===== src/rtl/ising_energy_scanner_pkg.sv =====
// ---------------------------------------------------------------------------
// spectrum_pkg
// Shared types and helpers for the Ising energy scanner.
//   scan_state_t : scanner FSM states (IDLE, HSCAN, VSCAN, DONE)
//   spin_prod()  : product of the spins of two image words (+1 or -1)
// ---------------------------------------------------------------------------
package spectrum_pkg;

  typedef enum logic [1:0] {
    IDLE  = 2'd0,
    HSCAN = 2'd1,
    VSCAN = 2'd2,
    DONE  = 2'd3
  } scan_state_t;

  // Only bit 31 carries the spin (0 -> +1, 1 -> -1), so equal sign bits
  // give +1 and differing sign bits give -1.
  function automatic logic signed [31:0] spin_prod(input logic [31:0] word_a,
                                                   input logic [31:0] word_b);
    logic signed [31:0] prod;
    if (word_a[31] == word_b[31]) begin
      prod = 32'sd1;
    end else begin
      prod = -32'sd1;
    end
    return prod;
  endfunction

endpackage


===== src/rtl/ising_energy_scanner_if.sv =====
// ---------------------------------------------------------------------------
// ising_energy_scanner_if
// Bundle of the scanner's request, memory read and result signals.
//   master : requester / memory side (drives start and read data)
//   slave  : scanner side (drives addresses, status and results)
// ---------------------------------------------------------------------------
interface ising_energy_scanner_if;

  logic               start;
  logic        [31:0] rd_data1;
  logic        [31:0] rd_data2;
  logic        [31:0] rd_addr1;
  logic        [31:0] rd_addr2;
  logic               busy;
  logic               done;
  logic signed [31:0] energy;
  logic        [31:0] cut_count;

  modport master (
    output start, rd_data1, rd_data2,
    input  rd_addr1, rd_addr2, busy, done, energy, cut_count
  );

  modport slave (
    input  start, rd_data1, rd_data2,
    output rd_addr1, rd_addr2, busy, done, energy, cut_count
  );

endinterface


===== src/rtl/ising_energy_scanner_walker.sv =====
// ---------------------------------------------------------------------------
// ising_pair_walker
// Row/column counters for the neighbour-pair walk, last-pair detection and
// combinational address decode for both memory read ports.
//   clk, rst  : clock, asynchronous active-low reset
//   state     : current scanner FSM state
//   last_pair : current pair is the final one of the active scan phase
//   rd_addr1  : address of the pair's first pixel (0 outside scan phases)
//   rd_addr2  : address of the neighbour pixel   (0 outside scan phases)
// ---------------------------------------------------------------------------
module ising_pair_walker
  import spectrum_pkg::*;
#(
  parameter int IMG_ROWS = 4,
  parameter int IMG_COLS = 4
) (
  input  logic        clk,
  input  logic        rst,
  input  scan_state_t state,
  output logic        last_pair,
  output logic [31:0] rd_addr1,
  output logic [31:0] rd_addr2
);

  localparam logic [31:0] COLS       = 32'(IMG_COLS);
  localparam logic [31:0] LAST_COL   = 32'(IMG_COLS - 1);
  localparam logic [31:0] LAST_ROW   = 32'(IMG_ROWS - 1);
  // Horizontal pairs stop one column early, vertical pairs one row early.
  // Clamped so degenerate sizes never produce a negative constant; those
  // phases are skipped by the FSM anyway.
  localparam logic [31:0] H_LAST_COL = (IMG_COLS >= 2) ? 32'(IMG_COLS - 2) : 32'd0;
  localparam logic [31:0] V_LAST_ROW = (IMG_ROWS >= 2) ? 32'(IMG_ROWS - 2) : 32'd0;

  logic [31:0] row;
  logic [31:0] col;
  logic [31:0] base;
  logic        h_wrap;
  logic        v_wrap;
  logic        h_last;
  logic        v_last;

  // Wrap and last-pair detection for both scan phases.
  always_comb begin
    base   = row * COLS + col;
    h_wrap = (col == H_LAST_COL);
    v_wrap = (col == LAST_COL);
    h_last = h_wrap && (row == LAST_ROW);
    v_last = v_wrap && (row == V_LAST_ROW);
  end

  // Address decode: right neighbour in HSCAN, lower neighbour in VSCAN.
  always_comb begin
    last_pair = 1'b0;
    rd_addr1  = 32'd0;
    rd_addr2  = 32'd0;
    case (state)
      HSCAN: begin
        last_pair = h_last;
        rd_addr1  = base;
        rd_addr2  = base + 32'd1;
      end
      VSCAN: begin
        last_pair = v_last;
        rd_addr1  = base;
        rd_addr2  = base + COLS;
      end
      default: begin
        last_pair = 1'b0;
        rd_addr1  = 32'd0;
        rd_addr2  = 32'd0;
      end
    endcase
  end

  // Counters advance once per scan cycle and return to 0 at the end of
  // each phase so the next phase starts from pixel (0,0).
  always_ff @(posedge clk or negedge rst) begin
    if (!rst) begin
      row <= 32'd0;
      col <= 32'd0;
    end else begin
      case (state)
        HSCAN: begin
          if (h_last) begin
            row <= 32'd0;
            col <= 32'd0;
          end else if (h_wrap) begin
            row <= row + 32'd1;
            col <= 32'd0;
          end else begin
            col <= col + 32'd1;
          end
        end
        VSCAN: begin
          if (v_last) begin
            row <= 32'd0;
            col <= 32'd0;
          end else if (v_wrap) begin
            row <= row + 32'd1;
            col <= 32'd0;
          end else begin
            col <= col + 32'd1;
          end
        end
        default: begin
          row <= 32'd0;
          col <= 32'd0;
        end
      endcase
    end
  end

endmodule


===== src/rtl/ising_energy_scanner.sv =====
// ---------------------------------------------------------------------------
// ising_energy_scanner
// Walks every horizontal and vertical neighbour pair of the image (one pair
// per clock via two zero-latency read ports) and publishes the Ising energy
// (-sum of spin products) and the cut size (number of disagreeing pairs).
//   clk, rst : clock, asynchronous active-low reset
//   bus      : start request, read ports, busy/done status and results
// ---------------------------------------------------------------------------
module ising_energy_scanner
  import spectrum_pkg::*;
#(
  parameter int IMG_ROWS = 4,
  parameter int IMG_COLS = 4
) (
  input  logic                         clk,
  input  logic                         rst,
  ising_energy_scanner_if.slave        bus
);

  localparam int NPAIRS = IMG_ROWS * (IMG_COLS - 1) + (IMG_ROWS - 1) * IMG_COLS;

  scan_state_t        state;
  logic signed [31:0] sum;
  logic        [31:0] cut;
  logic signed [31:0] prod;
  logic               mismatch;
  logic signed [31:0] sum_next;
  logic        [31:0] cut_next;
  logic               last_pair;
  logic        [31:0] addr1;
  logic        [31:0] addr2;
  logic               busy;
  logic               done;
  logic signed [31:0] energy;
  logic        [31:0] cut_count;

  ising_pair_walker #(
    .IMG_ROWS (IMG_ROWS),
    .IMG_COLS (IMG_COLS)
  ) u_walker (
    .clk       (clk),
    .rst       (rst),
    .state     (state),
    .last_pair (last_pair),
    .rd_addr1  (addr1),
    .rd_addr2  (addr2)
  );

  assign bus.rd_addr1  = addr1;
  assign bus.rd_addr2  = addr2;
  assign bus.busy      = busy;
  assign bus.done      = done;
  assign bus.energy    = energy;
  assign bus.cut_count = cut_count;

  // Running totals including the pair presented this cycle.
  always_comb begin
    prod     = spin_prod(bus.rd_data1, bus.rd_data2);
    mismatch = prod[31];
    sum_next = sum + prod;
    cut_next = cut + {31'd0, mismatch};
  end

  // Scan FSM with accumulators and registered status/result outputs.
  // Results are captured on the edge that enters DONE; done itself pulses
  // on the following cycle.
  always_ff @(posedge clk or negedge rst) begin
    if (!rst) begin
      state     <= IDLE;
      sum       <= 32'sd0;
      cut       <= 32'd0;
      busy      <= 1'b0;
      done      <= 1'b0;
      energy    <= 32'sd0;
      cut_count <= 32'd0;
    end else begin
      case (state)
        IDLE: begin
          sum  <= 32'sd0;
          cut  <= 32'd0;
          done <= 1'b0;
          if (bus.start) begin
            busy <= 1'b1;
            if (NPAIRS == 0) begin
              state     <= DONE;
              energy    <= 32'sd0;
              cut_count <= 32'd0;
            end else if (IMG_COLS == 1) begin
              state <= VSCAN;
            end else begin
              state <= HSCAN;
            end
          end else begin
            busy  <= 1'b0;
            state <= IDLE;
          end
        end
        HSCAN: begin
          sum  <= sum_next;
          cut  <= cut_next;
          busy <= 1'b1;
          done <= 1'b0;
          if (last_pair) begin
            if (IMG_ROWS == 1) begin
              state     <= DONE;
              energy    <= -sum_next;
              cut_count <= cut_next;
            end else begin
              state <= VSCAN;
            end
          end else begin
            state <= HSCAN;
          end
        end
        VSCAN: begin
          sum  <= sum_next;
          cut  <= cut_next;
          busy <= 1'b1;
          done <= 1'b0;
          if (last_pair) begin
            state     <= DONE;
            energy    <= -sum_next;
            cut_count <= cut_next;
          end else begin
            state <= VSCAN;
          end
        end
        DONE: begin
          state <= IDLE;
          busy  <= 1'b0;
          done  <= 1'b1;
        end
        default: begin
          state <= IDLE;
          busy  <= 1'b0;
          done  <= 1'b0;
        end
      endcase
    end
  end

endmodule


===== src/flat_wrapper.sv =====
// flat-port wrapper written by rule: the top's interface ports become plain ports
module ising_energy_scanner_flat import spectrum_pkg::*;
#(
  parameter int IMG_ROWS = 4,
  parameter int IMG_COLS = 4
)
  (clk, rst, bus_start, bus_rd_data1, bus_rd_data2, bus_rd_addr1, bus_rd_addr2, bus_busy, bus_done, bus_energy, bus_cut_count);
  ising_energy_scanner_if bus_i ();
  input  logic clk;
  input  logic rst;
  input wire logic [$bits(bus_i.start)-1:0] bus_start;
  input wire logic [$bits(bus_i.rd_data1)-1:0] bus_rd_data1;
  input wire logic [$bits(bus_i.rd_data2)-1:0] bus_rd_data2;
  output wire logic [$bits(bus_i.rd_addr1)-1:0] bus_rd_addr1;
  output wire logic [$bits(bus_i.rd_addr2)-1:0] bus_rd_addr2;
  output wire logic [$bits(bus_i.busy)-1:0] bus_busy;
  output wire logic [$bits(bus_i.done)-1:0] bus_done;
  output wire logic [$bits(bus_i.energy)-1:0] bus_energy;
  output wire logic [$bits(bus_i.cut_count)-1:0] bus_cut_count;
  assign bus_i.start = bus_start;
  assign bus_i.rd_data1 = bus_rd_data1;
  assign bus_i.rd_data2 = bus_rd_data2;
  assign bus_rd_addr1 = bus_i.rd_addr1;
  assign bus_rd_addr2 = bus_i.rd_addr2;
  assign bus_busy = bus_i.busy;
  assign bus_done = bus_i.done;
  assign bus_energy = bus_i.energy;
  assign bus_cut_count = bus_i.cut_count;
  ising_energy_scanner #(.IMG_ROWS(IMG_ROWS), .IMG_COLS(IMG_COLS)) u_core (.clk(clk), .rst(rst), .bus(bus_i));
endmodule

===== config.mk =====
export PLATFORM = sky130hd
export DESIGN_NAME = ising_energy_scanner_flat
export DESIGN_NICKNAME = d
export VERILOG_FILES = /design/src/rtl/ising_energy_scanner_pkg.sv /design/src/rtl/ising_energy_scanner_if.sv /design/src/rtl/ising_energy_scanner_walker.sv /design/src/rtl/ising_energy_scanner.sv /design/src/flat_wrapper.sv
export SDC_FILE = /design/constraint.sdc
export NUM_CORES = 1
export LEC_CHECK = 0
export ABC_CLOCK_PERIOD_IN_PS = 4200
export CAP_MARGIN = 15
export CORE_UTILIZATION = 45
export DETAILED_ROUTE_END_ITERATION = 16
export PLACE_DENSITY = 0.64
export SETUP_SLACK_MARGIN = 0.02
export SLEW_MARGIN = 20
export SYNTH_ARGS = -nofsm -noshare
export SYNTH_HDL_FRONTEND = slang
export SYNTH_HIERARCHICAL = 1
export SYNTH_SLANG_ARGS = --single-unit
export TNS_END_PERCENT = 30

===== constraint.sdc =====
create_clock -name clk -period 4.2 [get_ports clk]
set_clock_uncertainty 0.15 [all_clocks]
set_input_delay 0.42 -clock clk [delete_from_list [all_inputs] [get_ports clk]]
set_output_delay 0.42 -clock clk [all_outputs]
set_load 0.02 [all_outputs]

==> results.toml <==
[outcome]
status = "complete, but fails checks"
violations = "setup timing"

[clock_tree]
h-tree-depth = 4
cts_tree = "yes"
cts_inserted_buffers = 17
clock_latency_ns = 0.46
clk_pin_slew_ns = 0.07
clockRootBuffer = "clkbuf_16"
cts_buffer_depth = 2
clock-sinks = 196

[timing]
period_share_pct = 103.8
fmax_ghz = 0.2294
rsz0062_at_grt = "yes"
setup_viol = 16
slew_headroom_pct = 49.14
hold_violations = 0
layout_setup_ws_ns = -0.1595
finalSetupTns_ns = -1.711
worstMarginPinSlew_ns = 0.7600
fin_crit_ns = 4.359
fin_hold_ws_ns = 0.2839
drv_slew = 0

[routing]
via_per_inst = 5.621
drc = 0
vias = 15682
drtAntennaViolNets = 0
wl_per_cell_um = 17.24
wirelength_um = 48100
dr.pass1.iters = 7
dr.first_iter.drc_count = 1249

[setup_path]
cp_slowest_cell = "or4b_1"
arrival_ns = 3.79
crit_path_start_kind = "register"
end_kind = "output pin"
cp_max_fo = 5
crit_buf_inv = 3
cpPeakStageDelay_ns = 0.47
path_cells = "ha_2 > fa_2 > a211oi_4 > buf_6 > o21ai_4 > a41oi_4 > o21ai_2 > a211o_4 > nor3_4 > buf_6 > nand4_4 > or4b_1 > and3_1 > buf_6"
cpMostUsedCell = "buf_6"
crit_required_ns = 3.63
worstSetupPathType = "register to output pin"
critPathTopFamily = "simple AND/OR/NAND/NOR gates"

[job]
maxCapViolCount = 0

[power]
finalPower_w = 0.009312
p_leak_nw = 9.684
pwr_density_cell_nw_per_um2 = 440.5
ir_drop_uv = 396.2

[finish]
final_nets = 2476
areaGrowthSynthToFinish_pct = 37.60
diodes = 0
drive_gt1_share_pct = 26.17
final_cell_area_sq_um = 21140

[floorplanning]
die_w_um = 186.8
dieArea_sq_um = 34880
die_h_um = 186.8
row_count = 67
ios = 197
start_util_pct = 45.81
core_area_sq_um = 33530

[yosys]
ys_seq_area_share_pct = 31.93
postSynth.asyncResetShare_pct = 100.0
synth-seq-cells = 196
netlist_top_cells_count = "245 x nand2_1, 196 x dfrtp_1, 185 x nor2_1"
syn-cell-area_sq_um = 15360
synth_flop_cell = "dfrtp_1"
synth.largest_area_cell = "dfrtp_1"
synth_most_common_cell = "nand2_1"
synth_fp_nets = 2006
synth_area_per_cell_sq_um = 8.264
yosys-top-cells-area = "dfrtp_1 32%, ha_1 6.4%, nand2_1 6.0%"
synthCells = 1859
synth_enable_flop_cells = 0
ys_types = 114
synth.top_cell.area_share_pct = 31.93
yosys_warnings = 6

[hold_path]
min_path_type = "input pin to async pin"

[global_routing]
grt_pass1_vias = 15120
grt_antenna_before_repair = 0
grt_max_degree = 122
overflow = 0
grt_pass1_wl_um = 78360
grt.total_usage_pct = 27.62

[place]
post-dp-hpwl_um = 36200
port-buffer-count = 134
place_area_sq_um = 19670
gp_congestion = 0.9372
-- placed cells by master, fill, tap and decap left out, drive strengths merged, types with 7 or more instances in the layout --
master / synthesis / layout
buf: 26 / 425
nand2: 246 / 246
dfrtp: 196 / 196
nor2: 186 / 186
o21ai: 186 / 186
a21oi: 114 / 114
clkdlybuf4s50: 0 / 103
xor2: 89 / 89
ha: 78 / 78
nand3: 66 / 66
xnor2: 59 / 59
nor3: 57 / 57
inv: 35 / 43
and3: 39 / 39
nand4: 36 / 36
and4: 28 / 28
nor4: 28 / 28
and2: 25 / 25
clkbuf: 65 / 23
a22o: 21 / 21
or3: 21 / 21
mux2i: 20 / 20
o21a: 17 / 17
o211ai: 16 / 16
o31ai: 16 / 16
a21o: 14 / 14
nor2b: 13 / 13
a211oi: 11 / 11
nand2b: 10 / 10
a22oi: 10 / 10
or2: 8 / 8
or4: 8 / 8
a31oi: 8 / 8
dlymetal6s2s: 0 / 7
-- sequential cells by signal, indices dropped and copies added, names as in the netlist, named ones only --
| signal | cells |
|---|---|
| u_core/u_walker/col | 32 |
| u_core/bus.cut_count | 32 |
| u_core/sum | 32 |
| u_core/bus.done | 1 |
| u_core/cut | 32 |
| u_core/state | 1 |
| u_core/bus.energy | 32 |
| u_core/bus.busy | 1 |
| u_core/u_walker/row | 32 |
-- stage by stage --
stage | worst slack (ns) | util (%) | cells
after detailed placement | -0.4557 | 58.65 | 2719
after global routing | -0.3078 | 63.04 | 2790
after CTS | -0.2031 | 61.91 | 2778
final | -0.1595 | 63.04 | 2790
after global placement | -0.4606 | 58.65 | 2719
after floorplan | -0.07620 | - | 1859
-- worst paths after layout --
check                                         from  slack (ns)  cells after the start                       to
min                                            rst        0.28                      2           u_core/sum[30]
min reg2reg                u_core/bus.cut_count[1]        0.33                      2  u_core/bus.cut_count[1]
max                         u_core/u_walker/row[0]       -0.16                     14         bus_rd_addr2[27]
max in group asynchronous                      rst        2.51                      4  u_core/u_walker/row[23]
min in group clk           u_core/bus.cut_count[1]        0.33                      2  u_core/bus.cut_count[1]
max reg2reg                u_core/u_walker/col[26]        0.23                      9    u_core/bus.energy[31]
-- metal layers --
metal,share of wire [%],GRT usage [%]
met1,47,39.00
met2,45,43.92
met3,5.6,4.533
met4,1.7,6.904
met5,0,0
-- worst register-to-register path, stage by stage, from the launching register on --
cell and delay, ns:
dfrtp_1 0.46, nor4_1 0.53, nand4_1 0.38, nor4_1 0.60, nand4_1 0.25, o22ai_1 0.47
and2_1 0.50, o2111ai_1 0.22, a41o_1 0.25, o211ai_1 0.08
-- power by group --
part	switching [W]	internal, W	total [W]
logic	0.00280	0.00235	0.00515
registers	0.000246	0.00224	0.00248
clock network	0.000817	0.000866	0.00168
total	0.00386	0.00545	0.00931
-- logic make-up after synthesis --
group                    synth area share [%]
AO/OA/AOI/OAI                           21.18
XOR/XNOR                                8.487
adder cells (fa/ha/maj)                 6.613
buffers and inverters                   3.975
flip-flops                              31.93
multiplexers                            1.767
AND/OR/NAND/NOR                         26.05
-- what timing repair did --
item	CTS	global route
gates resized for setup	160	79
hold endpoints to repair	0	35
hold buffers	0	1
endpoints found under the setup margin	34	48
pin swaps	34	21
setup buffers	27	10
-- area by class of cell --
type,count,area [sq um]
Clock buffer,18,439.2
Clock inverter,14,161.4
Fill cell,2964,12390
Inverter,36,135.1
Multi-Input combinational cell,1536,10460
Sequential cell,196,4905
Tap cell,448,560.5
Timing Repair Buffer,542,4483
Note: power is estimated with default switching activity, not from simulation.
